**src/rtl/branch_resolve_unit.sv**
```systemverilog
// Branch resolve unit: carries conditional branches from ID into EX, resolves them,
// reports the outcome, and redirects/flushes on a mispredict. Optional counters: BRU_STATS_EN.
module branch_resolve_unit #(
  parameter int XLEN         = 32,
  parameter int FLUSH_CYCLES = 2
) (
  input  logic            clk,
  input  logic            reset,
  input  logic            stall,
  input  logic            id_valid,
  input  logic [31:0]     id_instr,
  input  logic [XLEN-1:0] id_pc,
  input  logic            id_prediction,
  input  logic [XLEN-1:0] ex_rs1_val,
  input  logic [XLEN-1:0] ex_rs2_val,
  output logic            outcome,
  output logic            outcome_valid,
  output logic            mispredict,
  output logic            redirect_valid,
  output logic [XLEN-1:0] redirect_pc,
  output logic            flush
`ifdef BRU_STATS_EN
  ,
  output logic [31:0]     stat_branches,
  output logic [31:0]     stat_mispredicts
`endif
);

  localparam int CNT_W = (FLUSH_CYCLES > 1) ? $clog2(FLUSH_CYCLES) : 1;
  localparam logic [CNT_W-1:0] CNT_LOAD = CNT_W'(FLUSH_CYCLES - 1);
  localparam logic [6:0] OPC_BRANCH = 7'b1100011;

  typedef enum logic [0:0] {
    ST_IDLE  = 1'b0,
    ST_FLUSH = 1'b1
  } state_e;

  // ID->EX pipeline register
  logic            ex_valid_q, ex_valid_d;
  logic [2:0]      ex_funct3_q, ex_funct3_d;
  logic [XLEN-1:0] ex_pc_q, ex_pc_d;
  logic [XLEN-1:0] ex_imm_q, ex_imm_d;
  logic            ex_pred_q, ex_pred_d;

  // Registered outputs
  logic            outcome_q, outcome_d;
  logic            outcome_valid_q, outcome_valid_d;
  logic            mispredict_q, mispredict_d;
  logic [XLEN-1:0] redirect_pc_q, redirect_pc_d;

  state_e          state_q, state_d;
  logic [CNT_W-1:0] cnt_q, cnt_d;

  logic            taken_s;
  logic            resolve_s;
  logic            ex_mispredict_now_s;
  logic            flush_s;
  logic [XLEN-1:0] id_imm_s;
  logic            unused_instr_s;

  assign unused_instr_s = ^id_instr[24:15];
  assign flush_s        = (state_q == ST_FLUSH);
  assign id_imm_s       = {{(XLEN-13){id_instr[31]}}, id_instr[31], id_instr[7],
                           id_instr[30:25], id_instr[11:8], 1'b0};
  assign resolve_s           = ex_valid_q & ~stall;
  assign ex_mispredict_now_s = resolve_s & (taken_s != ex_pred_q);

  // Branch condition evaluation on the registered funct3
  always_comb begin
    taken_s = 1'b0;
    case (ex_funct3_q)
      3'b000:  taken_s = (ex_rs1_val == ex_rs2_val);
      3'b001:  taken_s = (ex_rs1_val != ex_rs2_val);
      3'b100:  taken_s = ($signed(ex_rs1_val) <  $signed(ex_rs2_val));
      3'b101:  taken_s = ($signed(ex_rs1_val) >= $signed(ex_rs2_val));
      3'b110:  taken_s = (ex_rs1_val <  ex_rs2_val);
      3'b111:  taken_s = (ex_rs1_val >= ex_rs2_val);
      default: taken_s = 1'b0;
    endcase
  end

  // ID->EX next state; flush and an in-flight mispredict both squash the capture
  always_comb begin
    ex_valid_d  = ex_valid_q;
    ex_funct3_d = ex_funct3_q;
    ex_pc_d     = ex_pc_q;
    ex_imm_d    = ex_imm_q;
    ex_pred_d   = ex_pred_q;
    if (!stall) begin
      ex_valid_d  = id_valid & (id_instr[6:0] == OPC_BRANCH) & ~flush_s & ~ex_mispredict_now_s;
      ex_funct3_d = id_instr[14:12];
      ex_pc_d     = id_pc;
      ex_imm_d    = id_imm_s;
      ex_pred_d   = id_prediction;
    end else begin
      ex_valid_d  = ex_valid_q;
      ex_funct3_d = ex_funct3_q;
    end
  end

  // Result pulses and held outcome / redirect target
  always_comb begin
    outcome_valid_d = resolve_s;
    mispredict_d    = ex_mispredict_now_s;
    outcome_d       = outcome_q;
    redirect_pc_d   = redirect_pc_q;
    if (resolve_s) begin
      outcome_d = taken_s;
    end else begin
      outcome_d = outcome_q;
    end
    if (ex_mispredict_now_s) begin
      redirect_pc_d = taken_s ? (ex_pc_q + ex_imm_q)
                              : (ex_pc_q + {{(XLEN-3){1'b0}}, 3'b100});
    end else begin
      redirect_pc_d = redirect_pc_q;
    end
  end

  // Flush FSM next state; a mispredict always reloads the counter
  always_comb begin
    state_d = state_q;
    cnt_d   = cnt_q;
    case (state_q)
      ST_IDLE: begin
        if (ex_mispredict_now_s) begin
          state_d = ST_FLUSH;
          cnt_d   = CNT_LOAD;
        end else begin
          state_d = ST_IDLE;
        end
      end
      ST_FLUSH: begin
        if (ex_mispredict_now_s) begin
          cnt_d = CNT_LOAD;
        end else if (cnt_q == {CNT_W{1'b0}}) begin
          state_d = ST_IDLE;
        end else begin
          cnt_d = cnt_q - CNT_W'(1);
        end
      end
      default: begin
        state_d = ST_IDLE;
        cnt_d   = {CNT_W{1'b0}};
      end
    endcase
  end

  // All state registers
  always_ff @(posedge clk or negedge reset) begin
    if (!reset) begin
      ex_valid_q      <= 1'b0;
      ex_funct3_q     <= 3'b000;
      ex_pc_q         <= {XLEN{1'b0}};
      ex_imm_q        <= {XLEN{1'b0}};
      ex_pred_q       <= 1'b0;
      outcome_q       <= 1'b0;
      outcome_valid_q <= 1'b0;
      mispredict_q    <= 1'b0;
      redirect_pc_q   <= {XLEN{1'b0}};
      state_q         <= ST_IDLE;
      cnt_q           <= {CNT_W{1'b0}};
    end else begin
      ex_valid_q      <= ex_valid_d;
      ex_funct3_q     <= ex_funct3_d;
      ex_pc_q         <= ex_pc_d;
      ex_imm_q        <= ex_imm_d;
      ex_pred_q       <= ex_pred_d;
      outcome_q       <= outcome_d;
      outcome_valid_q <= outcome_valid_d;
      mispredict_q    <= mispredict_d;
      redirect_pc_q   <= redirect_pc_d;
      state_q         <= state_d;
      cnt_q           <= cnt_d;
    end
  end

  assign outcome        = outcome_q;
  assign outcome_valid  = outcome_valid_q;
  assign mispredict     = mispredict_q;
  assign redirect_valid = mispredict_q;
  assign redirect_pc    = redirect_pc_q;
  assign flush          = flush_s;

`ifdef BRU_STATS_EN
  logic [31:0] stat_br_q, stat_mp_q;

  // Saturating event counters, stepped on the edge that registers each pulse
  always_ff @(posedge clk or negedge reset) begin
    if (!reset) begin
      stat_br_q <= 32'h0000_0000;
      stat_mp_q <= 32'h0000_0000;
    end else begin
      if (resolve_s && (stat_br_q != 32'hFFFF_FFFF)) begin
        stat_br_q <= stat_br_q + 32'd1;
      end
      if (ex_mispredict_now_s && (stat_mp_q != 32'hFFFF_FFFF)) begin
        stat_mp_q <= stat_mp_q + 32'd1;
      end
    end
  end

  assign stat_branches    = stat_br_q;
  assign stat_mispredicts = stat_mp_q;
`endif

endmodule
```
**config.mk**
```make
export PLATFORM = sky130hd
export DESIGN_NAME = branch_resolve_unit
export DESIGN_NICKNAME = d
export VERILOG_FILES = /design/src/rtl/branch_resolve_unit.sv
export SDC_FILE = /design/constraint.sdc
export NUM_CORES = 1
export LEC_CHECK = 0
export ABC_AREA = 1
export BUFFER_PORTS_ARGS = -buffer_cell sky130_fd_sc_hd__buf_2
export CORE_UTILIZATION = 50
export CTS_BUF_LIST = sky130_fd_sc_hd__clkbuf_16
export DETAILED_ROUTE_END_ITERATION = 12
export GPL_TIMING_DRIVEN = 0
export HOLD_SLACK_MARGIN = 0.06
export PLACE_DENSITY = 0.78
export SETUP_SLACK_MARGIN = 0.5
export SYNTH_ARGS = -nofsm -noshare
export SYNTH_HDL_FRONTEND = slang
export SYNTH_SLANG_ARGS = --single-unit
```
**constraint.sdc**
```tcl
create_clock -name clk -period 2.3 [get_ports clk]
set_clock_uncertainty 0.15 [all_clocks]
set_input_delay 0.23 -clock clk [delete_from_list [all_inputs] [get_ports clk]]
set_output_delay 0.23 -clock clk [all_outputs]
set_load 0.005 [all_outputs]
```
==> results.md <==
| Group | Metric | This run |
| --- | --- | --- |
| sta | Final hold violation count | 0 |
| synth | Number of flops mapped to enable cells by yosys | 0 |
| synth | Post-synthesis cell count | 1,011 |
| floorplan | Initial standard-cell utilization of the core | 0.511 |
| finish | Layout cells sized above 1 | 0.424 |
| worst hold path | Min-delay worst type | input pin to flop |
| pwr | Cell-internal power | 3.58 mW |
| synth | Share of async-settable or async-resettable flops after synthesis | 1.00 |
| synth | Dominant combinational cell family by area after synthesis | simple AND/OR/NAND/NOR gates |
| synth | Number of nets produced by synthesis | 1,208 |
| sta | Max-slew violation total from the final report | 0 |
| synth | Cell area after synthesis | 0.00710 mm² |
| status | Violated checks | setup timing |
| floorplan | Vertical die dimension | 121 µm |
| route | Number of violations reported at the end of detailed-routing iteration 0 | 781 |
| global route | Final global-route overflow total | 0 |
| flow run | Max-capacitance violation count | 0 |
| synth | Multiplexer fraction of the synthesized cell area | 0.0270 |
| route | Wirelength per Cell | 19.0 µm |
| sta | Endpoints failing setup | 37 |
| global route | Maximum number of pins on one net before global-route repair | 46 |
| clock tree | H-tree depth reported by CTS | 3 |
| floorplan | Die ar. | 0.0147 mm² |
| floorplan | Placeable core region | 0.0139 mm² |
| sta | Setup repair after global routing missed its margin | yes |
| finish | Area growth from synthesis to layout | 57.3% |
| finish | Ant diodes | 0 |
| clock tree | Clock Sink Count | 86 |
| pwr | Net switching fraction of the power | 0.404 |
| clock tree | Post-CTS clock slew at the launch and capture registers of the worst setup and hold paths | 60 ps |
| critical path | Data arrival time of the critical path | 2970 ps |
| global route | Global-route wire length before repair | 35.2 mm |
| pwr | Worst supply voltage drop on vdd | 0.422 mV |
| sta | Shortest clock period the worst path allows after layout | 2820 ps |
| placed design | Gpl congestion | 0.959 |
| synth | Seq/Total Area, Yosys | 0.303 |
| placed design | Half-perimeter wire length of the detailed placement result | 16.4 mm |
| sta | Max-slew headroom | 0.523 |
| route | Via density | 5.73 |
| floorplan | Std cell rows | 43 |
| synth | Area share of and/or/nand/nor cells after synthesis | 0.318 |
| route | Number of detailed-routing iterations run before antenna repair | 6 |
| route | Final routed wirelength across all metal layers | 28.4 mm |
| pwr | Power density cells | 538 mW/mm² |
| critical path | CP Max Fanout | 10 |
| clock tree | Total CTS buffers | 9 |
| sta | Post-route fraction of the period consumed by the critical path | 1.23 |
| sta | Highest clock rate | 354 MHz |
| pwr | Sequential Power Share | 0.294 |
| clock tree | Cell chosen for the clock root | clkbuf_16 |
| finish | Net count of the finished layout | 1,503 |
| synth | Number of synthesis warnings | 0 |
| global route | Number of global-route vias before repair | 7,364 |
| status | Result of the run | finished, violations left |
| sta | Fin worst setup slack | -523 ps |
| clock tree | TritonCTS clock tree | yes |
| finish | Fin area | 0.0112 mm² |
| synth | Register bit count reported by yosys | 86 |
| floorplan | Die width | 121 µm |
| global route | Antenna violations before repair | 0 |
| route | Post-route ant nets | 0 |
| synth | Distinct cells, synth | 39 |
| synth | Synth Area in Adders | 0.114 |
| synth | Syn Area/Cell | 7.02 µm² |
| critical path | Data required time at the worst endpoint | 2450 ps |
| sta | Tightest Pin Transition | 716 ps |
| floorplan | Ports placed on the boundary | 170 |
| global route | Total Routing Usage GR | 0.313 |
| synth | Fraction of synthesized cell area in xor and xnor cells | 0.0605 |
| clock tree | Worst-skew pair later-pin latency | 360 ps |
| pwr | Clock share of power | 0.231 |
| critical path | Type of origin of the critical path | input pin |
| clock tree | Longest Clk Path Bufs | 2 |
| pwr | Combinational share of power | 0.475 |
| route | DR DRC count | 0 |
| synth | Fraction of the mapped netlist area in compound gates | 0.0954 |
| synth | Top FF cell, synth | dfrtp_1 |
| pwr | Leakage power total | 5.62 nW |
| placed design | Buffers added on ports | 158 |
| pwr | Switching Power | 2.42 mW |
| critical path | CP Capture Type | flop |
| placed design | Minimum setup slack after placement | -439 ps |
| critical path | Worst Setup Path Type | input pin to flop |
| route | Total vias in the final route | 8,546 |
| placed design | Cell area reported after detailed placement | 0.00832 mm² |
## cells in the final DEF, fill, tap and decap left out, drive strengths merged
cell         instances
a21boi               4
a21o                 4
a21oi               58
a31oi                5
and3                 1
buf                251
clkbuf              19
clkinv               4
clkinvlp             1
dfrtp               86
dlygate4sd3         51
fa                   1
ha                  63
inv                117
mux2                17
nand2              321
nand3               93
nand3b               2
nand4               19
nor2                80
nor3                11
nor3b                1
nor4                 3
o2111ai              1
o211ai               2
o21a                 5
o21ai               38
o21bai               2
o221ai               2
xnor2               10
xor2                39
## worst paths after layout
path,from,to,slack [ps],depth (start not counted)
min in group asynchronous,reset,redirect_pc[22]$_DFFE_PN0P_,250,2
worst min register to register,ex_valid_q$_DFFE_PN0N_,ex_valid_q$_DFFE_PN0N_,330,2
worst max-delay path,ex_rs2_val[2],redirect_pc[29]$_DFFE_PN0P_,-520,21
max in group asynchronous,reset,ex_pc_q[5]$_DFFE_PN0N_,1110,3
worst max register to register,ex_imm_q[12]$_DFFE_PN0N_,redirect_pc[20]$_DFFE_PN0P_,-330,13
worst min-delay path,id_instr[4],ex_valid_q$_DFFE_PN0N_,80,6
## kinds of logic after synthesis
family,count (synthesis)
mux,17
flops,86
buf+inv,143
compound gates,121
xor+xnor,49
fa+ha+maj,64
simple gates,531
## routing by layer
| layer | vias to the layer above | GRT usage | routed length, µm |
|---|---|---|---|
| met5 | - | 0 | 0 |
| met4 | 0 | 0.106 | 1880 |
| met3 | 168 | 0.0597 | 2450 |
| met2 | 561 | 0.535 | 13500 |
| met1 | 3938 | 0.393 | 10600 |
| li1 | 3879 | - | - |
## critical path, cell delays in order
cell and delay (ps):
buf_2 110, inv_2 130, ha_4 240, nand2_2 70, inv_2 40, nand2_1 130
nand2_1 120, nand2_1 110, nand2_1 150, nand2_1 100, nand2_1 110, nand2_2 160
nand2_2 100, nand2_4 110, nand3_4 80, nand2_4 130, nand3_4 150, a21oi_4 310
buf_4 220, nand3_1 90, nand2_1 70
## stage by stage
stage                      util  TNS [ps]  hold slack [ps]  std cells  power, mW
after floorplan               -         0             -216       1011       3.00
after global placement    0.597    -11070              274       1349       3.51
after detailed placement  0.599    -13160              105       1350       3.54
after CTS                 0.713     -2250             97.7       1464       5.29
after global routing      0.804    -21820              129       1491       6.27
final                     0.804    -17040             78.8       1491       6.01
## area by class of cell
class | instances | area [µm²]
multi-input cells | 782 | 5840
fillers | 826 | 2720
flip-flops and latches | 86 | 2160
repair buffers | 284 | 2040
inverters | 115 | 437
clock buffers | 9 | 225
well taps | 180 | 225
plain buffers | 28 | 199
clock inverters | 7 | 41.3
## timing repair
action	4_1_cts	5_1_grt
setup buffers	46	24
cloned	1	3
gates resized for setup	108	255
endpoints found under the hold margin	90	0
endpoints found under the setup margin	37	56
hold buffers	51	0
pin swaps	52	109
## power groups by stage
stage                     Clock (mW)  Sequential [mW]  Combinational (mW)
final                           1.39             1.76                2.85
after global routing            1.45             1.77                3.05
after CTS                       1.37             1.75                2.18
after detailed placement           0             1.78                1.76
after global placement             0             1.78                1.74
after floorplan                    0             1.75                1.25
## synthesized netlist by cell type (3+ instances only)
cell type	number	area, µm²
a21boi_0	4	30.0
a21o_1	4	30.0
a21oi_1	57	285
a31oi_1	5	31.3
buf_1	4	15.0
buf_2	7	35.0
buf_4	4	30.0
buf_6	3	33.8
clkbuf_1	10	37.5
dfrtp_1	86	2150
ha_1	63	788
inv_1	112	420
inv_2	3	11.3
mux2_2	17	191
nand2_1	318	1190
nand2_2	3	18.8
nand3_1	89	445
nand4_1	19	119
nor2_1	75	282
nor2_2	3	18.8
nor3_1	11	55.1
nor4_1	3	18.8
o21a_1	5	37.5
o21ai_0	37	185
xnor2_1	10	87.6
xor2_1	39	342
## sequential cells by signal, indices dropped and copies added (netlist names)
register       count
cnt_q              1
ex_funct3_q        3
ex_imm_q          12
ex_pc_q           32
ex_pred_q          1
ex_valid_q         1
flush              1
mispredict         1
outcome            1
outcome_valid      1
redirect_pc       32
(Power assumes the default switching activity.)
